===== src/rtl/rca_bist_pkg.sv =====
// rtl/rca_bist_pkg.sv - shared types and MISR constants for the adder BIST controller
package rca_bist_pkg;

    typedef enum logic [1:0] {
        IDLE = 2'd0,
        RUN  = 2'd1,
        DONE = 2'd2
    } state_t;

    localparam int MISR_W = 5;

    // Marks the x^2 term of x^5+x^2+1; the x^0 term is the rotate into bit 0.
    localparam logic [MISR_W-1:0] MISR_TAP = 5'b00100;

endpackage


===== src/rtl/rca_bist_misr.sv =====
// rtl/rca_bist_misr.sv - multiple-input signature register compacting adder responses
module rca_bist_misr
    import rca_bist_pkg::*;
#(
    parameter int                WIDTH = MISR_W,
    parameter logic [WIDTH-1:0]  TAP   = WIDTH'(MISR_TAP)
) (
    input  logic             clk,
    input  logic             rst_n,
    input  logic             clr,
    input  logic             en,
    input  logic [WIDTH-1:0] resp,
    output logic [WIDTH-1:0] sig,
    output logic [WIDTH-1:0] sig_nxt
);

    logic [WIDTH-1:0] sig_q;
    logic [WIDTH-1:0] sig_d;

    // Shift with MSB feedback into bit 0 and every tapped bit, then fold in the response.
    always_comb begin
        sig_nxt = {sig_q[WIDTH-2:0], sig_q[WIDTH-1]}
                ^ (TAP & {WIDTH{sig_q[WIDTH-1]}})
                ^ resp;
        sig_d = sig_q;
        if (clr) begin
            sig_d = '0;
        end else if (en) begin
            sig_d = sig_nxt;
        end
    end

    always_ff @(posedge clk or negedge rst_n) begin
        if (!rst_n) begin
            sig_q <= '0;
        end else begin
            sig_q <= sig_d;
        end
    end

    assign sig = sig_q;

endmodule


===== src/rtl/rca_bist_ctrl.sv =====
// rtl/rca_bist_ctrl.sv - BIST sequencer, checker and result store for a ripple-carry adder
module rca_bist_ctrl
    import rca_bist_pkg::*;
#(
    parameter int          W         = 4,
    parameter int          N_PAT     = 8,
    parameter bit          CHECK_SIG = 1'b0,
    parameter logic [W:0]  SIG_GOLD  = '0
) (
    input  logic                       clk,
    input  logic                       init_n,
    input  logic                       start,
    input  logic [W-1:0]               at,
    input  logic [W-1:0]               bt,
    input  logic                       cint,
    input  logic [W-1:0]               sum,
    input  logic                       cout,
    output logic                       tpg_init,
    output logic                       test,
    output logic                       busy,
    output logic                       done,
    output logic                       pass,
    output logic [$clog2(N_PAT+1)-1:0] fail_cnt,
    output logic [$clog2(N_PAT)-1:0]   first_fail,
    output logic [W:0]                 sig
);

    localparam int CW = $clog2(N_PAT + 1);
    localparam int IW = $clog2(N_PAT);
    localparam logic [IW-1:0] LAST = IW'(N_PAT - 1);

    state_t         state_q, state_d;
    logic [IW-1:0]  idx_q, idx_d;
    logic [CW-1:0]  fail_cnt_q, fail_cnt_d;
    logic [IW-1:0]  first_fail_q, first_fail_d;
    logic           tpg_init_q, tpg_init_d;
    logic           test_q, test_d;
    logic           busy_q, busy_d;
    logic           done_q, done_d;
    logic           pass_q, pass_d;

    logic           misr_clr;
    logic           misr_en;
    logic [W:0]     resp;
    logic [W:0]     expected;
    logic [W:0]     sig_nxt;

    assign resp     = {cout, sum};
    assign expected = {1'b0, at} + {1'b0, bt} + (W+1)'(cint);

    always_comb begin
        state_d      = state_q;
        idx_d        = idx_q;
        fail_cnt_d   = fail_cnt_q;
        first_fail_d = first_fail_q;
        tpg_init_d   = tpg_init_q;
        test_d       = test_q;
        busy_d       = busy_q;
        done_d       = done_q;
        pass_d       = pass_q;
        misr_clr     = 1'b0;
        misr_en      = 1'b0;
        case (state_q)
            IDLE, DONE: begin
                if (start) begin
                    state_d      = RUN;
                    idx_d        = '0;
                    fail_cnt_d   = '0;
                    first_fail_d = '0;
                    misr_clr     = 1'b1;
                    tpg_init_d   = 1'b0;
                    test_d       = 1'b1;
                    busy_d       = 1'b1;
                    done_d       = 1'b0;
                    pass_d       = 1'b0;
                end
            end
            RUN: begin
                misr_en = 1'b1;
                idx_d   = idx_q + 1'b1;
                if (resp != expected) begin
                    fail_cnt_d = fail_cnt_q + 1'b1;
                    if (fail_cnt_q == '0) begin
                        first_fail_d = idx_q;
                    end
                end
                // tpg_init rises on the same edge as the last sample so the TPG is parked at 0.
                if (idx_q == LAST) begin
                    state_d    = DONE;
                    idx_d      = '0;
                    tpg_init_d = 1'b1;
                    test_d     = 1'b0;
                    busy_d     = 1'b0;
                    done_d     = 1'b1;
                    pass_d     = (fail_cnt_d == '0) && (!CHECK_SIG || (sig_nxt == SIG_GOLD));
                end
            end
            default: begin
                state_d = IDLE;
            end
        endcase
    end

    always_ff @(posedge clk or negedge init_n) begin
        if (!init_n) begin
            state_q      <= IDLE;
            idx_q        <= '0;
            fail_cnt_q   <= '0;
            first_fail_q <= '0;
            tpg_init_q   <= 1'b1;
            test_q       <= 1'b0;
            busy_q       <= 1'b0;
            done_q       <= 1'b0;
            pass_q       <= 1'b0;
        end else begin
            state_q      <= state_d;
            idx_q        <= idx_d;
            fail_cnt_q   <= fail_cnt_d;
            first_fail_q <= first_fail_d;
            tpg_init_q   <= tpg_init_d;
            test_q       <= test_d;
            busy_q       <= busy_d;
            done_q       <= done_d;
            pass_q       <= pass_d;
        end
    end

    rca_bist_misr #(
        .WIDTH (W + 1),
        .TAP   ((W+1)'(MISR_TAP))
    ) u_misr (
        .clk     (clk),
        .rst_n   (init_n),
        .clr     (misr_clr),
        .en      (misr_en),
        .resp    (resp),
        .sig     (sig),
        .sig_nxt (sig_nxt)
    );

    assign tpg_init   = tpg_init_q;
    assign test       = test_q;
    assign busy       = busy_q;
    assign done       = done_q;
    assign pass       = pass_q;
    assign fail_cnt   = fail_cnt_q;
    assign first_fail = first_fail_q;

endmodule

===== config.mk =====
export PLATFORM = sky130hd
export DESIGN_NAME = rca_bist_ctrl
export DESIGN_NICKNAME = d
export VERILOG_FILES = /design/src/rtl/rca_bist_pkg.sv /design/src/rtl/rca_bist_misr.sv /design/src/rtl/rca_bist_ctrl.sv
export SDC_FILE = /design/constraint.sdc
export NUM_CORES = 1
export LEC_CHECK = 0
export BUFFER_PORTS_ARGS = -buffer_cell sky130_fd_sc_hd__clkbuf_2
export CORE_MARGIN = 2
export CORE_UTILIZATION = 47
export CTS_BUF_LIST = sky130_fd_sc_hd__clkbuf_4 sky130_fd_sc_hd__clkbuf_8 sky130_fd_sc_hd__clkbuf_16
export CTS_CLUSTER_DIAMETER = 80
export DETAILED_ROUTE_END_ITERATION = 8
export GPL_TIMING_DRIVEN = 0
export PLACE_DENSITY = 0.86
export SLEW_MARGIN = 10
export SYNTH_ARGS = -nofsm -noshare
export SYNTH_HDL_FRONTEND = slang
export SYNTH_SLANG_ARGS = --single-unit

===== constraint.sdc =====
create_clock -name clk -period 1.3 [get_ports clk]
set_input_delay 0.26 -clock clk [delete_from_list [all_inputs] [get_ports clk]]
set_output_delay 0.26 -clock clk [all_outputs]
set_load 0.005 [all_outputs]

* Word level (Yosys, flattened, before mapping)
Index checks and enable logic that the tools add are counted.
Word-level totals: memory bits (writable) 0, register bits 21, ROM bits 0, logic and storage cells 59, bits in latches 0, memories kept 0, input port bits 17
Cells by class: div/mod/pow operators 0, magnitude comparators 0, $mul 0, reductions and logical operators 10, shift operators 0, equality and inequality tests 8, bitwise operators 2, add/sub/neg operators 4, mux-type cells 26
Operators with widths (number):
- $mux 3 | 4
- $mux 4 | 3
- $pmux 3 s2 | 2
- $mux 5 | 2
- $logic_not 4->1 | 2
- $mux 1 | 8
- $ne 2x2->1 const B | 4
- $pmux 4 s2 | 1
- $pmux 1 s2 | 3
- $add 4x4->5 | 1
- $add 5x1->5 | 1
- $ne 5x5->1 | 1
- $xor 5x3->5 | 1
- $xor 5x5->5 | 1
- $add 4x1->4 const B | 1
- $mux 2 | 2
- $pmux 2 s2 | 1
- $reduce_and 2->1 | 2
- $reduce_and 4->1 | 1
- $reduce_bool 2->1 | 2
- $add 3x1->3 const B | 1
- $eq 3x3->1 const B | 1
- $reduce_and 3->1 | 1
- $eq 2x1->1 const B | 1
- other kinds (3) | 3

* Logic depth before layout (Yosys ltp)
depth after elaboration 8, depth in mapped cells 9

* Cells and area by module
Synthesis repeated with hierarchy kept, for this count alone.
Unflattened totals: cells, all modules 122, area, all modules 1262.5 µm²
By module, submodules not included:
- rca_bist_ctrl | cells each 101, area each 1003.5 µm², times used 1
- rca_bist_misr | cells each 21, area each 259.0 µm², times used 1

* Worst setup path after synthesis
Ideal clock, no wire load.
path kind input -> register, start input at[0], end register pass_q, in the netlist pass, cell stages on the path 9, path slack -1.289 ns, data arrival time 2.520 ns, buffers on the path 0, path through inv_1 fa_1 inv_1 fa_1 xnor2_1 nand2_1 or4_4 or4_1 nand3_1
On the way: longest elaborated chain between the ends 8
Ends and longest elaborated chain:
- from (decl) | line rca_bist_ctrl.sv:13 | input logic [W-1:0] at,
- $add 4x4->5 | line rca_bist_ctrl.sv:49 | assign expected = {1'b0, at} + {1'b0, bt} + (W+1)'(cint);
- $add 5x1->5 | line rca_bist_ctrl.sv:49
- $ne 5x5->1 | line rca_bist_ctrl.sv:81 | if (resp != expected) begin
- $mux 4 | line rca_bist_ctrl.sv:81
- $mux 4 | line rca_bist_ctrl.sv:63 | case (state_q)
- $logic_not 4->1 | line rca_bist_ctrl.sv:95 | pass_d = (fail_cnt_d == '0) && (!CHECK_SIG || (sig_nxt == SIG_GOLD));
- $mux 1 | line rca_bist_ctrl.sv:88 | if (idx_q == LAST) begin
- $pmux 1 s2 | line rca_bist_ctrl.sv:63
- to (signal assigned) | line rca_bist_ctrl.sv:124 | pass_q <= pass_d;
- to (decl) | line rca_bist_ctrl.sv:40 | logic pass_q, pass_d;
Every way passes these cells. The select of a mux whose other input is x is not followed. A chain may end at the register's enable or synchronous reset.

* Worst setup path in the final report
start input bt[0], end register pass_q, in the netlist pass
On the way: longest elaborated chain between the ends 8
Ends and longest elaborated chain:
- from (decl) | line rca_bist_ctrl.sv:14 | input logic [W-1:0] bt,
- $add 4x4->5 | line rca_bist_ctrl.sv:49
- $add 5x1->5 | line rca_bist_ctrl.sv:49
- $ne 5x5->1 | line rca_bist_ctrl.sv:81
- $mux 4 | line rca_bist_ctrl.sv:81
- $mux 4 | line rca_bist_ctrl.sv:63
- $logic_not 4->1 | line rca_bist_ctrl.sv:95
- $mux 1 | line rca_bist_ctrl.sv:88
- $pmux 1 s2 | line rca_bist_ctrl.sv:63
Every way passes these cells. The select of a mux whose other input is x is not followed.

==> flow_summary.ini <==
[synth]
synthesis.nets = 163
netlist_top_cells_area = sky130_fd_sc_hd__dfrtp_1 38%, sky130_fd_sc_hd__ha_1 6.7%, sky130_fd_sc_hd__xnor2_1 6.7%, sky130_fd_sc_hd__nand2_1 5.8%, sky130_fd_sc_hd__a22o_1 4.0%
synth.yosys.warnings = 0
syn-mean-instance-area_sq_um = 9.49
synthFlopType = sky130_fd_sc_hd__dfrtp_1
synth_largest_area_cell = sky130_fd_sc_hd__dfrtp_1
syn-instance-count = 137
synth.yosys.seq_area_share = 0.405
number_of_flops_mapped_to_enable_cells_by_yosys = 0
synth-seq-cells = 21
post-synth-top-area-fraction = 0.385
synth.lib_cells_used.distinct = 36
mappedNetlistArea_sq_um = 1300
synth_async_sr_flop_share = 1.00

[clock_tree]
clk_transition_reported_paths_ns = 0.12
numCtsBuffers = 3
tritoncts_clock_tree = built
ctsRootBufferMaster = sky130_fd_sc_hd__clkbuf_4
clock_latency_ns = 0.32
cts_num_sinks = 21
maximum_count_of_clock_buffers_along_a_single_path = 2
h-tree-depth = 1

[status]
result_of_the_run = finished, violations left
failed_checks = negative setup slack

[power]
worst_ir_drop_vdd_mv = 1.24
power.density_nw_per_um2 = 1970
p_comb_frac = 0.544
share_clk_of_total_power = 0.095
netSwitchingPower_mw = 1.45
cell_internal_power_mw = 2.06
netSwitchingFraction = 0.414
total_design_power_mw = 3.51
leakagePower_nw = 0.854
seqPwrFrac = 0.361

[min_path]
min-delay-path-class = in -> reg
min_from = sum[0]
timing.hold.worst_endpoint = u_misr.sig[0]$_DFFE_PN0P_
min_delay_path_depth = 3

[die]
die_w_um = 56.6
floorplan.rows = 19
starting_density_of_the_core = 0.484
design.die.area_sq_um = 3200
io_pins = 34
floorplan.die.height_um = 56.6
core_sq_um = 2690

[routing]
met3_wirelength_um = 179
wl_met1_um = 1470
detailedRoute.firstPassIterationCount = 4
routed_via_density = 5.68
wl_per_cell_um = 15.5
initialDrtViolationCount = 54
via_count = 1221
drc = 0
wl_met2_um = 1630
highest_layer = met4
wl_um = 3330
detail-route-antenna-nets = 0

[sta]
grt_setup_unrepaired = yes
pin_slew_with_the_least_headroom_to_its_limit_ns = 0.561
finalHoldViolCount = 0
final.setup_skew_ns = 0.00203
max_freq_mhz = 457
timing.final.crit_share = 1.68
holdWs_ns = 0.229
final.setup.tns_ns = -6.36
final_period_minus_worst_setup_slack_ns = 2.19
setup_viol_count_final = 10
finalWorstSetupSlack_ns = -0.886
timing.max_slew.rel_slack = 0.623
slew_violations = 0

[critical_path]
required_ns = 1.57
cells_traversed_along_the_worst_timing_path = clkbuf_2, inv_2, fa_2, inv_2, fa_2, xnor2_1, nand2_1, or4_4, or4_1, nand3_1
cp_max_stage_delay_ns = 0.44
critPathLaunchType = input port
capturing_element_type_of_the_critical_path = register
worstReg2RegEnd = pass$_DFFE_PN0P_
regToRegSetupSlack_ns = -0.32
cp_data_arrival_time_ns = 2.45
critical_path.max_fanout = 2
startpoint_of_the_worst_slack_reg_to_reg_timing_path = state_q[0]$_DFFE_PN0P_
worst_setup_path_startpoint = bt[0]
critical_path_class = in -> reg
critical-path-slowest-cell = sky130_fd_sc_hd__or4_4
reg2regPathDepth = 4

[layout]
layout.cells.most_common_list = 31 x sky130_fd_sc_hd__clkbuf_2, 20 x sky130_fd_sc_hd__nand2_1, 20 x sky130_fd_sc_hd__dfrtp_1
fin_nets = 211
drive_gt1_frac = 0.408
diodes = 0
final_common_cell = sky130_fd_sc_hd__clkbuf_2
area_overhead_of_the_layout_relative_to_synthesis_pct = 37.1
postLayoutCoreUtil = 0.663
final_cell_count_no_fill = 215
fin_area_sq_um = 1780

[placed_design]
pre_cts_slack_ns = -1.33
port_buffers = 33
post_dp_cell_area_sq_um = 1570
hpwl_um = 2230
numPlacedInstances = 201
globalplace.congestion = 0.791

[global_route]
groute.usage.overall = 0.218
pin_count_of_the_biggest_net_entering_global_routing = 22
grt_pass1_vias = 1197
number_of_antenna_violations_at_the_first_check_in_global_routing = 0
global_route_congestion_overflow_total = 0
grt_pass1_wl_um = 5420

[run]
maxCapViolations = 0
state kept, by name, summed over array words and instances, names as in the netlist:
name,cells
first_fail,3
fail_cnt,4
state_q,2
pass,1
busy,1
idx_q,3
done,1
tpg_init,1
u_misr.sig,5
layer usage:
| metal | vias to the layer above | track usage |
|---|---|---|
| met5 | - | 0 |
| met4 | 0 | 0.0918 |
| met3 | 6 | 0.0323 |
| met2 | 51 | 0.354 |
| met1 | 589 | 0.289 |
| li1 | 575 | - |
cell families (layout without fill, tap and decap cells):
family,count (synthesis),after routing,share of synthesized area
AND/OR/NAND/NOR,47,47,0.179
AO/OA/AOI/OAI,28,28,0.142
flip-flops,21,21,0.405
XOR/XNOR,14,14,0.0943
buffers and inverters,13,60,0.0404
adder cells (fa/ha/maj),9,9,0.0982
multiplexers,5,5,0.0404
how the worst max path moves through the flow:
stage / end / slack, ns / cells past startpoint
5_1_grt: pass$_DFFE_PN0P_ / -0.92 / 10
4_1_cts: pass$_DFFE_PN0P_ / -0.88 / 10
3_5_place_dp: pass$_DFFE_PN0P_ / -1.33 / 10
6_report: pass$_DFFE_PN0P_ / -0.89 / 10
2_1_floorplan: pass$_DFFE_PN0P_ / -1.06 / 9
3_3_place_gp: pass$_DFFE_PN0P_ / -1.28 / 10
final cells by class:
| cell class | instances | area, sq um |
|---|---|---|
| tap | 31 | 38.8 |
| sequential | 21 | 527 |
| clock inverter | 1 | 5.00 |
| multi-input combinational | 103 | 852 |
| clock buffer | 3 | 22.5 |
| fill | 220 | 905 |
| timing repair buffer | 43 | 265 |
| inverter | 9 | 41.3 |
| buffer | 4 | 30.0 |
power by group through the flow:
| stage | combinational, mW | sequential, mW | clock (mW) |
|---|---|---|---|
| 2_1_floorplan | 1.10 | 1.23 | 0 |
| 3_3_place_gp | 1.52 | 1.24 | 0 |
| 3_5_place_dp | 1.60 | 1.26 | 0 |
| 4_1_cts | 1.77 | 1.25 | 0.322 |
| 5_1_grt | 2.11 | 1.30 | 0.359 |
| 6_report | 1.91 | 1.27 | 0.332 |
Yosys cell counts, drive strengths merged (2+ instances only):
cell type,instances
nor2,4
mux2i,3
nand2,20
clkbuf,3
fa,2
or4,2
mux2,2
xnor2,10
o21ai,10
nand4,2
a31oi,2
dfrtp,20
a21oi,4
nand3,7
nor2b,2
a22o,6
ha,7
nand2b,2
xor2,4
nor4,2
inv,9
worst max-delay path, delay by kind of cell:
kind / cells / cell delay, ns
adder cells (fa/ha/maj): 2 / 0.79
AND/OR/NAND/NOR: 4 / 1.07
XOR/XNOR: 1 / 0.15
buffers and inverters: 3 / 0.20
repair_timing:
item | 4_1_cts | 5_1_grt
setup endpoints to repair | 14 | 15
pin swaps | 11 | 7
hold buffers | 1 | 0
gates resized for setup | 18 | 11
setup buffers | 6 | 3
hold endpoints to repair | 20 | 0
(Power assumes the default switching activity.)
